<file path="src/rtl/mlp_seq_pkg.sv">
// Shared definitions for the sequential two-layer MLP core: FSM encoding,
// default sizing and the weight/bias address map helpers.
package mlp_seq_pkg;

  typedef enum logic [2:0] {
    S_IDLE   = 3'd0,
    S_L1_MAC = 3'd1,
    S_L1_ACT = 3'd2,
    S_L2_MAC = 3'd3,
    S_L2_WR  = 3'd4,
    S_ARGMAX = 3'd5,
    S_DONE   = 3'd6
  } state_e;

  localparam int DEF_N_IN  = 784;
  localparam int DEF_N_HID = 32;
  localparam int DEF_N_OUT = 10;
  localparam int DEF_DW    = 8;
  localparam int DEF_AW    = 32;
  localparam int DEF_SHIFT = 7;

  // Layer-2 weights follow all layer-1 weights; layer-2 biases follow layer-1 biases.
  function automatic int l1_w_addr(input int n_in, input int h, input int i);
    return h * n_in + i;
  endfunction

  function automatic int l2_w_addr(input int n_in, input int n_hid, input int o, input int h);
    return n_hid * n_in + o * n_hid + h;
  endfunction

  function automatic int l2_b_addr(input int n_hid, input int o);
    return n_hid + o;
  endfunction

endpackage

</file>
<file path="src/rtl/mlp_mac.sv">
// Signed multiply-accumulate: loads bias plus the first product, then adds
// further products, wrapping in two's complement at AW bits.
module mlp_mac #(
  parameter int DW = 8,
  parameter int AW = 32
) (
  input  logic          clk,
  input  logic          rst_n,
  input  logic          load,
  input  logic          accum,
  input  logic [DW-1:0] a,
  input  logic [DW-1:0] b,
  input  logic [AW-1:0] bias,
  output logic [AW-1:0] acc
);

  logic signed [2*DW-1:0] prod;
  logic signed [AW-1:0]   prod_ext;
  logic [AW-1:0]          acc_q, acc_d;

  assign prod     = $signed(a) * $signed(b);
  assign prod_ext = {{(AW-2*DW){prod[2*DW-1]}}, prod};

  always_comb begin
    acc_d = acc_q;
    if (load) begin
      acc_d = bias + prod_ext;
    end else if (accum) begin
      acc_d = acc_q + prod_ext;
    end
  end

  always_ff @(posedge clk or negedge rst_n) begin
    if (!rst_n) begin
      acc_q <= '0;
    end else begin
      acc_q <= acc_d;
    end
  end

  assign acc = acc_q;

endmodule

</file>
<file path="src/rtl/mlp_seq_core.sv">
// Sequential MLP inference engine: one MAC walks layer 1 from external
// memories, then layer 2 from the hidden register file, then an argmax scan.
module mlp_seq_core
  import mlp_seq_pkg::*;
#(
  parameter int N_IN  = DEF_N_IN,
  parameter int N_HID = DEF_N_HID,
  parameter int N_OUT = DEF_N_OUT,
  parameter int DW    = DEF_DW,
  parameter int AW    = DEF_AW,
  parameter int SHIFT = DEF_SHIFT,
  localparam int IN_AW = $clog2(N_IN),
  localparam int W_AW  = $clog2(N_HID*N_IN + N_OUT*N_HID),
  localparam int B_AW  = $clog2(N_HID + N_OUT),
  localparam int C_AW  = $clog2(N_OUT)
) (
  input  logic             clk,
  input  logic             rst_n,
  input  logic             start,
  input  logic             abort,
  output logic [IN_AW-1:0] in_addr,
  input  logic [DW-1:0]    in_data,
  output logic [W_AW-1:0]  w_addr,
  input  logic [DW-1:0]    w_data,
  output logic [B_AW-1:0]  b_addr,
  input  logic [AW-1:0]    b_data,
  output logic             busy,
  output logic             done,
  output logic             res_valid,
  output logic [C_AW-1:0]  res_class,
  output logic [AW-1:0]    res_score,
  output logic [2:0]       state_o,
  output logic [31:0]      cyc_count
);

  localparam int KMAX = (N_IN > N_HID) ? ((N_IN > N_OUT) ? N_IN : N_OUT)
                                       : ((N_HID > N_OUT) ? N_HID : N_OUT);
  localparam int CW   = $clog2(KMAX + 2);
  localparam int NW   = $clog2(((N_HID > N_OUT) ? N_HID : N_OUT) + 1);
  localparam int HW   = (N_HID > 1) ? $clog2(N_HID) : 1;
  localparam int OW   = (N_OUT > 1) ? $clog2(N_OUT) : 1;
  localparam logic [DW-1:0] ACT_MAX = DW'((1 << (DW-1)) - 1);

  state_e          state_q, state_d;
  logic [CW-1:0]   idx_q, idx_d;
  logic [NW-1:0]   nrn_q, nrn_d;
  logic [DW-1:0]   hid_q [N_HID];
  logic [DW-1:0]   hid_d [N_HID];
  logic [AW-1:0]   score_q [N_OUT];
  logic [AW-1:0]   score_d [N_OUT];
  logic [DW-1:0]   hid_rd_q, hid_rd_d;
  logic [AW-1:0]   best_q, best_d;
  logic [C_AW-1:0] best_cls_q, best_cls_d;
  logic            res_valid_q, res_valid_d;
  logic [C_AW-1:0] res_class_q, res_class_d;
  logic [AW-1:0]   res_score_q, res_score_d;
  logic [31:0]     cyc_q, cyc_d;

  logic            in_mac, mac_load, mac_accum;
  logic [DW-1:0]   mac_a;
  logic [AW-1:0]   acc, acc_sh, score_cur;
  logic [DW-1:0]   act_val;

  // Element 0 data arrives in MAC cycle 1, which therefore loads the bias.
  assign in_mac    = (state_q == S_L1_MAC) || (state_q == S_L2_MAC);
  assign mac_load  = in_mac && (idx_q == CW'(1));
  assign mac_accum = in_mac && (idx_q > CW'(1));
  assign mac_a     = (state_q == S_L2_MAC) ? hid_rd_q : in_data;

  mlp_mac #(.DW(DW), .AW(AW)) u_mac (
    .clk   (clk),
    .rst_n (rst_n),
    .load  (mac_load),
    .accum (mac_accum),
    .a     (mac_a),
    .b     (w_data),
    .bias  (b_data),
    .acc   (acc)
  );

  assign acc_sh    = acc >> SHIFT;
  assign score_cur = score_q[OW'(idx_q)];

  always_comb begin
    act_val = '0;
    if (!acc[AW-1]) begin
      act_val = (acc_sh > AW'(ACT_MAX)) ? ACT_MAX : acc_sh[DW-1:0];
    end
  end

  always_comb begin
    in_addr  = '0;
    w_addr   = '0;
    b_addr   = '0;
    hid_rd_d = hid_rd_q;
    unique case (state_q)
      S_L1_MAC: begin
        b_addr = B_AW'(nrn_q);
        if (idx_q < CW'(N_IN)) begin
          in_addr = IN_AW'(idx_q);
          w_addr  = W_AW'(l1_w_addr(N_IN, int'(nrn_q), int'(idx_q)));
        end
      end
      S_L2_MAC: begin
        b_addr = B_AW'(l2_b_addr(N_HID, int'(nrn_q)));
        if (idx_q < CW'(N_HID)) begin
          w_addr   = W_AW'(l2_w_addr(N_IN, N_HID, int'(nrn_q), int'(idx_q)));
          hid_rd_d = hid_q[HW'(idx_q)];
        end
      end
      default: ;
    endcase
  end

  always_comb begin
    state_d     = state_q;
    idx_d       = idx_q;
    nrn_d       = nrn_q;
    hid_d       = hid_q;
    score_d     = score_q;
    best_d      = best_q;
    best_cls_d  = best_cls_q;
    res_valid_d = res_valid_q;
    res_class_d = res_class_q;
    res_score_d = res_score_q;
    cyc_d       = (state_q != S_IDLE) ? cyc_q + 32'd1 : cyc_q;
    unique case (state_q)
      S_IDLE: begin
        if (start && !abort) begin
          state_d     = S_L1_MAC;
          idx_d       = '0;
          nrn_d       = '0;
          cyc_d       = '0;
          res_valid_d = 1'b0;
        end
      end
      S_L1_MAC: begin
        idx_d = idx_q + CW'(1);
        if (idx_q == CW'(N_IN)) state_d = S_L1_ACT;
      end
      S_L1_ACT: begin
        hid_d[HW'(nrn_q)] = act_val;
        idx_d = '0;
        if (nrn_q == NW'(N_HID-1)) begin
          nrn_d   = '0;
          state_d = S_L2_MAC;
        end else begin
          nrn_d   = nrn_q + NW'(1);
          state_d = S_L1_MAC;
        end
      end
      S_L2_MAC: begin
        idx_d = idx_q + CW'(1);
        if (idx_q == CW'(N_HID)) state_d = S_L2_WR;
      end
      S_L2_WR: begin
        score_d[OW'(nrn_q)] = acc;
        idx_d = '0;
        if (nrn_q == NW'(N_OUT-1)) begin
          nrn_d   = '0;
          state_d = S_ARGMAX;
        end else begin
          nrn_d   = nrn_q + NW'(1);
          state_d = S_L2_MAC;
        end
      end
      S_ARGMAX: begin
        idx_d = idx_q + CW'(1);
        // Strictly greater keeps the lowest index on ties.
        if ((idx_q == '0) || ($signed(score_cur) > $signed(best_q))) begin
          best_d     = score_cur;
          best_cls_d = C_AW'(idx_q);
        end
        if (idx_q == CW'(N_OUT-1)) begin
          state_d     = S_DONE;
          res_valid_d = 1'b1;
          res_class_d = best_cls_d;
          res_score_d = best_d;
        end
      end
      S_DONE:  state_d = S_IDLE;
      default: state_d = S_IDLE;
    endcase
    if (abort && (state_q != S_IDLE)) begin
      state_d     = S_IDLE;
      res_valid_d = 1'b0;
    end
  end

  always_ff @(posedge clk or negedge rst_n) begin
    if (!rst_n) begin
      state_q     <= S_IDLE;
      idx_q       <= '0;
      nrn_q       <= '0;
      for (int i = 0; i < N_HID; i++) hid_q[i] <= '0;
      for (int i = 0; i < N_OUT; i++) score_q[i] <= '0;
      hid_rd_q    <= '0;
      best_q      <= '0;
      best_cls_q  <= '0;
      res_valid_q <= 1'b0;
      res_class_q <= '0;
      res_score_q <= '0;
      cyc_q       <= '0;
    end else begin
      state_q     <= state_d;
      idx_q       <= idx_d;
      nrn_q       <= nrn_d;
      hid_q       <= hid_d;
      score_q     <= score_d;
      hid_rd_q    <= hid_rd_d;
      best_q      <= best_d;
      best_cls_q  <= best_cls_d;
      res_valid_q <= res_valid_d;
      res_class_q <= res_class_d;
      res_score_q <= res_score_d;
      cyc_q       <= cyc_d;
    end
  end

  assign busy      = (state_q != S_IDLE);
  assign done      = (state_q == S_DONE);
  assign res_valid = res_valid_q;
  assign res_class = res_class_q;
  assign res_score = res_score_q;
  assign state_o   = state_q;
  assign cyc_count = cyc_q;

endmodule

</file>
<file path="config.mk">
export PLATFORM = sky130hd
export DESIGN_NAME = mlp_seq_core
export DESIGN_NICKNAME = d
export VERILOG_FILES = /design/src/rtl/mlp_seq_pkg.sv /design/src/rtl/mlp_mac.sv /design/src/rtl/mlp_seq_core.sv
export SDC_FILE = /design/constraint.sdc
export NUM_CORES = 2
export LEC_CHECK = 0
export ABC_AREA = 1
export ABC_CLOCK_PERIOD_IN_PS = 6800
export BUFFER_PORTS_ARGS = -buffer_cell sky130_fd_sc_hd__buf_4
export CORE_MARGIN = 2
export CORE_UTILIZATION = 57
export DETAILED_ROUTE_END_ITERATION = 12
export PLACE_DENSITY = 0.77
export SETUP_SLACK_MARGIN = 0.1
export SLEW_MARGIN = 20
export SYNTH_ARGS = -nofsm -noshare
export SYNTH_HDL_FRONTEND = slang
export SYNTH_SLANG_ARGS = --single-unit
</file>
<file path="constraint.sdc">
create_clock -name clk -period 6.8 [get_ports clk]
set_clock_uncertainty 0.15 [all_clocks]
set_input_delay 1.7 -clock clk [delete_from_list [all_inputs] [get_ports clk]]
set_output_delay 1.7 -clock clk [all_outputs]
set_load 0.1 [all_outputs]
</file>
==> out/summary.md <==
## Floorplan
• die span in y: 268.3 um
• starting density of the core: 57.83%
• count of standard-cell rows: 96
• ports placed on the boundary: 157
• die boundary width: 268.3 um
• total core area: 68,830 um2
• area enclosed by the die boundary: 71,960 um2

## Timing
• Final WS setup: 0.1033 ns
• slew at the pin closest to its max-slew limit: 1.166 ns
• relative slew slack: 21.95%
• count of endpoints failing setup in the final report: 0
• ratio of final minimum period to clock period: 98.48%
• clock period minus worst slack: 6.697 ns
• unrepaired setup endpoints after global routing: true
• maximum clock rate: 149.3 MHz
• final count of hold timing violations: 0
• final count of pins violating max slew: 0

## Routing
• remaining number of nets flagged by the antenna check after routing: 0
• count of unresolved DRC violations after routing: 0
• Pre-antenna DRT Iters: 6
• detailed-route vias per instance: 5.804
• post-detailed-routing wire length: 112,500 um
• Routed WL per cell: 18.25 um
• total vias in the final route: 35,795
• DRC violation total after the first TritonRoute iteration: 4,028

## Worst setup path
• CP Capture Type: register
• Crit path arrival time: 7.01 ns
• reg-to-reg setup timing slack: 0.22 ns
• type of the worst setup path: in2reg
• cell depth of the worst flop-to-flop path: 34
• worst flop-to-flop path endpoint: u_mac.acc[20]
• startpoint class of the critical path: primary input
• most repeated library cell on the critical path: nand2_2
• Worst Path Required: 7.12 ns
• biggest fanout along the worst timing path: 3
• CP max-delay cell: fa_1
• highest cell delay on the worst timing path: 0.57 ns
• worst reg2reg path startpoint: state_o[2]

## Yosys
• mean area per synthesized cell: 7.896 um2
• Synth Cell Area: 39,800 um2
• prevailing post-synth register cell: dfrtp_1
• count of flip-flops with a built-in enable after synthesis: 0
• Warnings, synthesis: 0
• unique cell type count in the Yosys netlist: 68
• post-synth net total: 5,292
• synthesized instance count: 5,041
• share of synthesized registers carrying an async set or reset: 100.0%
• share of the yosys chip area belonging to registers: 46.52%
• total of flip-flops plus latches after synthesis: 740

## Worst hold path
• number of instances on the worst hold path: 2
• worst hold path endpoint: best_cls_q[1]
• startpoint of the worst hold path: best_cls_q[1]
• worst hold path type: reg2reg

## Clocking
• count of H-tree levels built during CTS: 3
• TritonCTS clock tree: done
• Sink Count: 740
• CTS root buf: clkbuf_16
• Worst-path clk slew: 0.06 ns
• number of buffers created by CTS: 78
• count of hold buffers inserted by post-cts repair: 0
• Max Root-Sink Buffers: 3
• clk_lat worst skew: 0.62 ns

## Global routing
• vias in the first global route: 33,741
• Remaining Overflow, GRT: 0
• maximum number of pins on one net before global-route repair: 179
• initial antenna violation count: 0
• global-route wire length before repair: 178,200 um
• global-route total usage across every layer: 31.09%

## Layout
• leading cell type in the layout, fill and taps excluded: nand2_1
• Synth-to-Final Area Change: 15.84%
• number of inserted filler cells in the final layout: 5,577
• number of inserted diodes: 0
• most frequent cells in the layout: 1,002 x nand2_1, 737 x dfrtp_1, 729 x nor2_1, 637 x o21ai_0, 364 x inv_1
• fraction of layout cells with a size suffix above 1: 14.02%
• # nets final: 5,429

## Placement
• final weighted congestion in routability-driven placement: 0.9008
• detailed-placement wirelength estimate: 69,900 um
• Worst Setup Slack post-DPL: -0.6170 ns
• count of buffers inserted at the top-level ports: 156

## Outcome
• status: finished, final reports clean

## Flow run
• Maximum Capacitance Violations: 0

## cells by family after synthesis
logic type               synth area share [%]
buffers and inverters                   6.642
multiplexers                          0.07545
AO/OA/AOI/OAI                           16.02
AND/OR/NAND/NOR                         22.57
XOR/XNOR                               0.7922
adder cells (fa/ha/maj)                 7.369
flip-flops                              46.52
## worst max-delay path, delay by kind of cell
kind	cells	cell delay [ns]
AOI/OAI and AO/OA	11	1.44
xor gates and xnor gates	2	0.25
adders and majority gates	6	2.61
buffers and inverters	5	0.39
and+or+nand+nor	7	0.62
## metrics by stage
step	area, um2	hold WS [ns]	setup TNS, ns	utilization (%)	instances
6_report	46110	0.3284	0	66.99	6167
3_5_place_dp	42760	0.3151	-9.973	62.13	6014
3_3_place_gp	42760	0.3106	-8.107	62.13	6014
5_1_grt	46110	0.3456	-1.399	66.99	6167
2_1_floorplan	40020	0.2978	-0.3040	-	5041
4_1_cts	45390	0.3311	0	65.95	6154
## repair_timing
action | in CTS | in global routing
gates resized for setup | 14 | 132
endpoints found under the hold margin | 0 | 0
buffers inserted | 2 | 12
endpoints found under the setup margin | 11 | 20
gates cloned | 0 | 1
pin swaps | 16 | 71
## metal layers
metal | vias up | track usage (%) | wire length, um
met4 | 0 | 10.07 | 3025
li1 | 16765 | - | -
met3 | 234 | 5.406 | 9894
met5 | - | 0 | 0
met2 | 1476 | 49.47 | 52200
met1 | 17320 | 43.50 | 47420
## synth_stat cells (all sizes together), types with 2 or more instances
cell / instances / area share, %
nor2: 776 / 7.6
a22o: 6 / 0.13
xor2: 20 / 0.44
buf: 47 / 0.52
nand3: 215 / 2.9
nand4: 20 / 0.33
fa: 59 / 3.0
inv: 394 / 3.7
a21boi: 4 / 0.075
a21o: 2 / 0.038
nor3b: 3 / 0.069
o21bai: 9 / 0.17
o211ai: 2 / 0.038
and3: 32 / 0.50
clkinv: 5 / 0.047
o221ai: 8 / 0.18
a22oi: 2 / 0.038
o22ai: 85 / 1.3
xnor2: 16 / 0.35
nand2: 1057 / 10
dfrtp: 740 / 47
o21a: 2 / 0.038
o31ai: 6 / 0.11
or2: 4 / 0.063
nor4: 17 / 0.27
ha: 140 / 4.4
a31oi: 8 / 0.13
a21oi: 381 / 4.8
nor3: 33 / 0.46
nand3b: 4 / 0.14
a221o: 2 / 0.050
o311ai: 2 / 0.044
mux2i: 3 / 0.075
o21ai: 675 / 8.6
clkbuf: 250 / 2.4
## flip-flops by register name, summed over array words and instances (netlist names)
| register | count |
|---|---|
| res_class | 4 |
| res_valid | 1 |
| hid_rd_q | 8 |
| score_q | 320 |
| cyc_count | 32 |
| hid_q | 256 |
| state_o | 3 |
| u_mac.acc | 32 |
| best_cls_q | 4 |
| idx_q | 10 |
| best_q | 32 |
| nrn_q | 6 |
| res_score | 32 |
## how the worst max path moves through the flow
| stage | start | end | slack, ns | depth (start not counted) |
|---|---|---|---|---|
| global route | in_data[6] | u_mac.acc[30] | -0.19 | 34 |
| global placement | in_data[0] | u_mac.acc[28] | -0.52 | 33 |
| CTS | in_data[7] | u_mac.acc[20] | 0.09 | 31 |
| finish | in_data[0] | u_mac.acc[20] | 0.10 | 31 |
| floorplan | in_data[3] | u_mac.acc[28] | -0.11 | 35 |
| detailed placement | in_data[7] | u_mac.acc[28] | -0.62 | 32 |
## layout make-up
| type | count | area (um2) | area share, % |
|---|---|---|---|
| well taps | 931 | 1165 | 2.526 |
| inverters | 399 | 1508 | 3.270 |
| clock inverters | 28 | 241.5 | 0.5237 |
| flip-flops and latches | 740 | 18530 | 40.18 |
| clock buffers | 110 | 2296 | 4.980 |
| multi-input cells | 3606 | 19580 | 42.47 |
| repair buffers | 353 | 2791 | 6.054 |
Power is left out: the tool's default activity adds up to more than one toggle a clock period on the data nets, which glitch-free logic cannot reach.
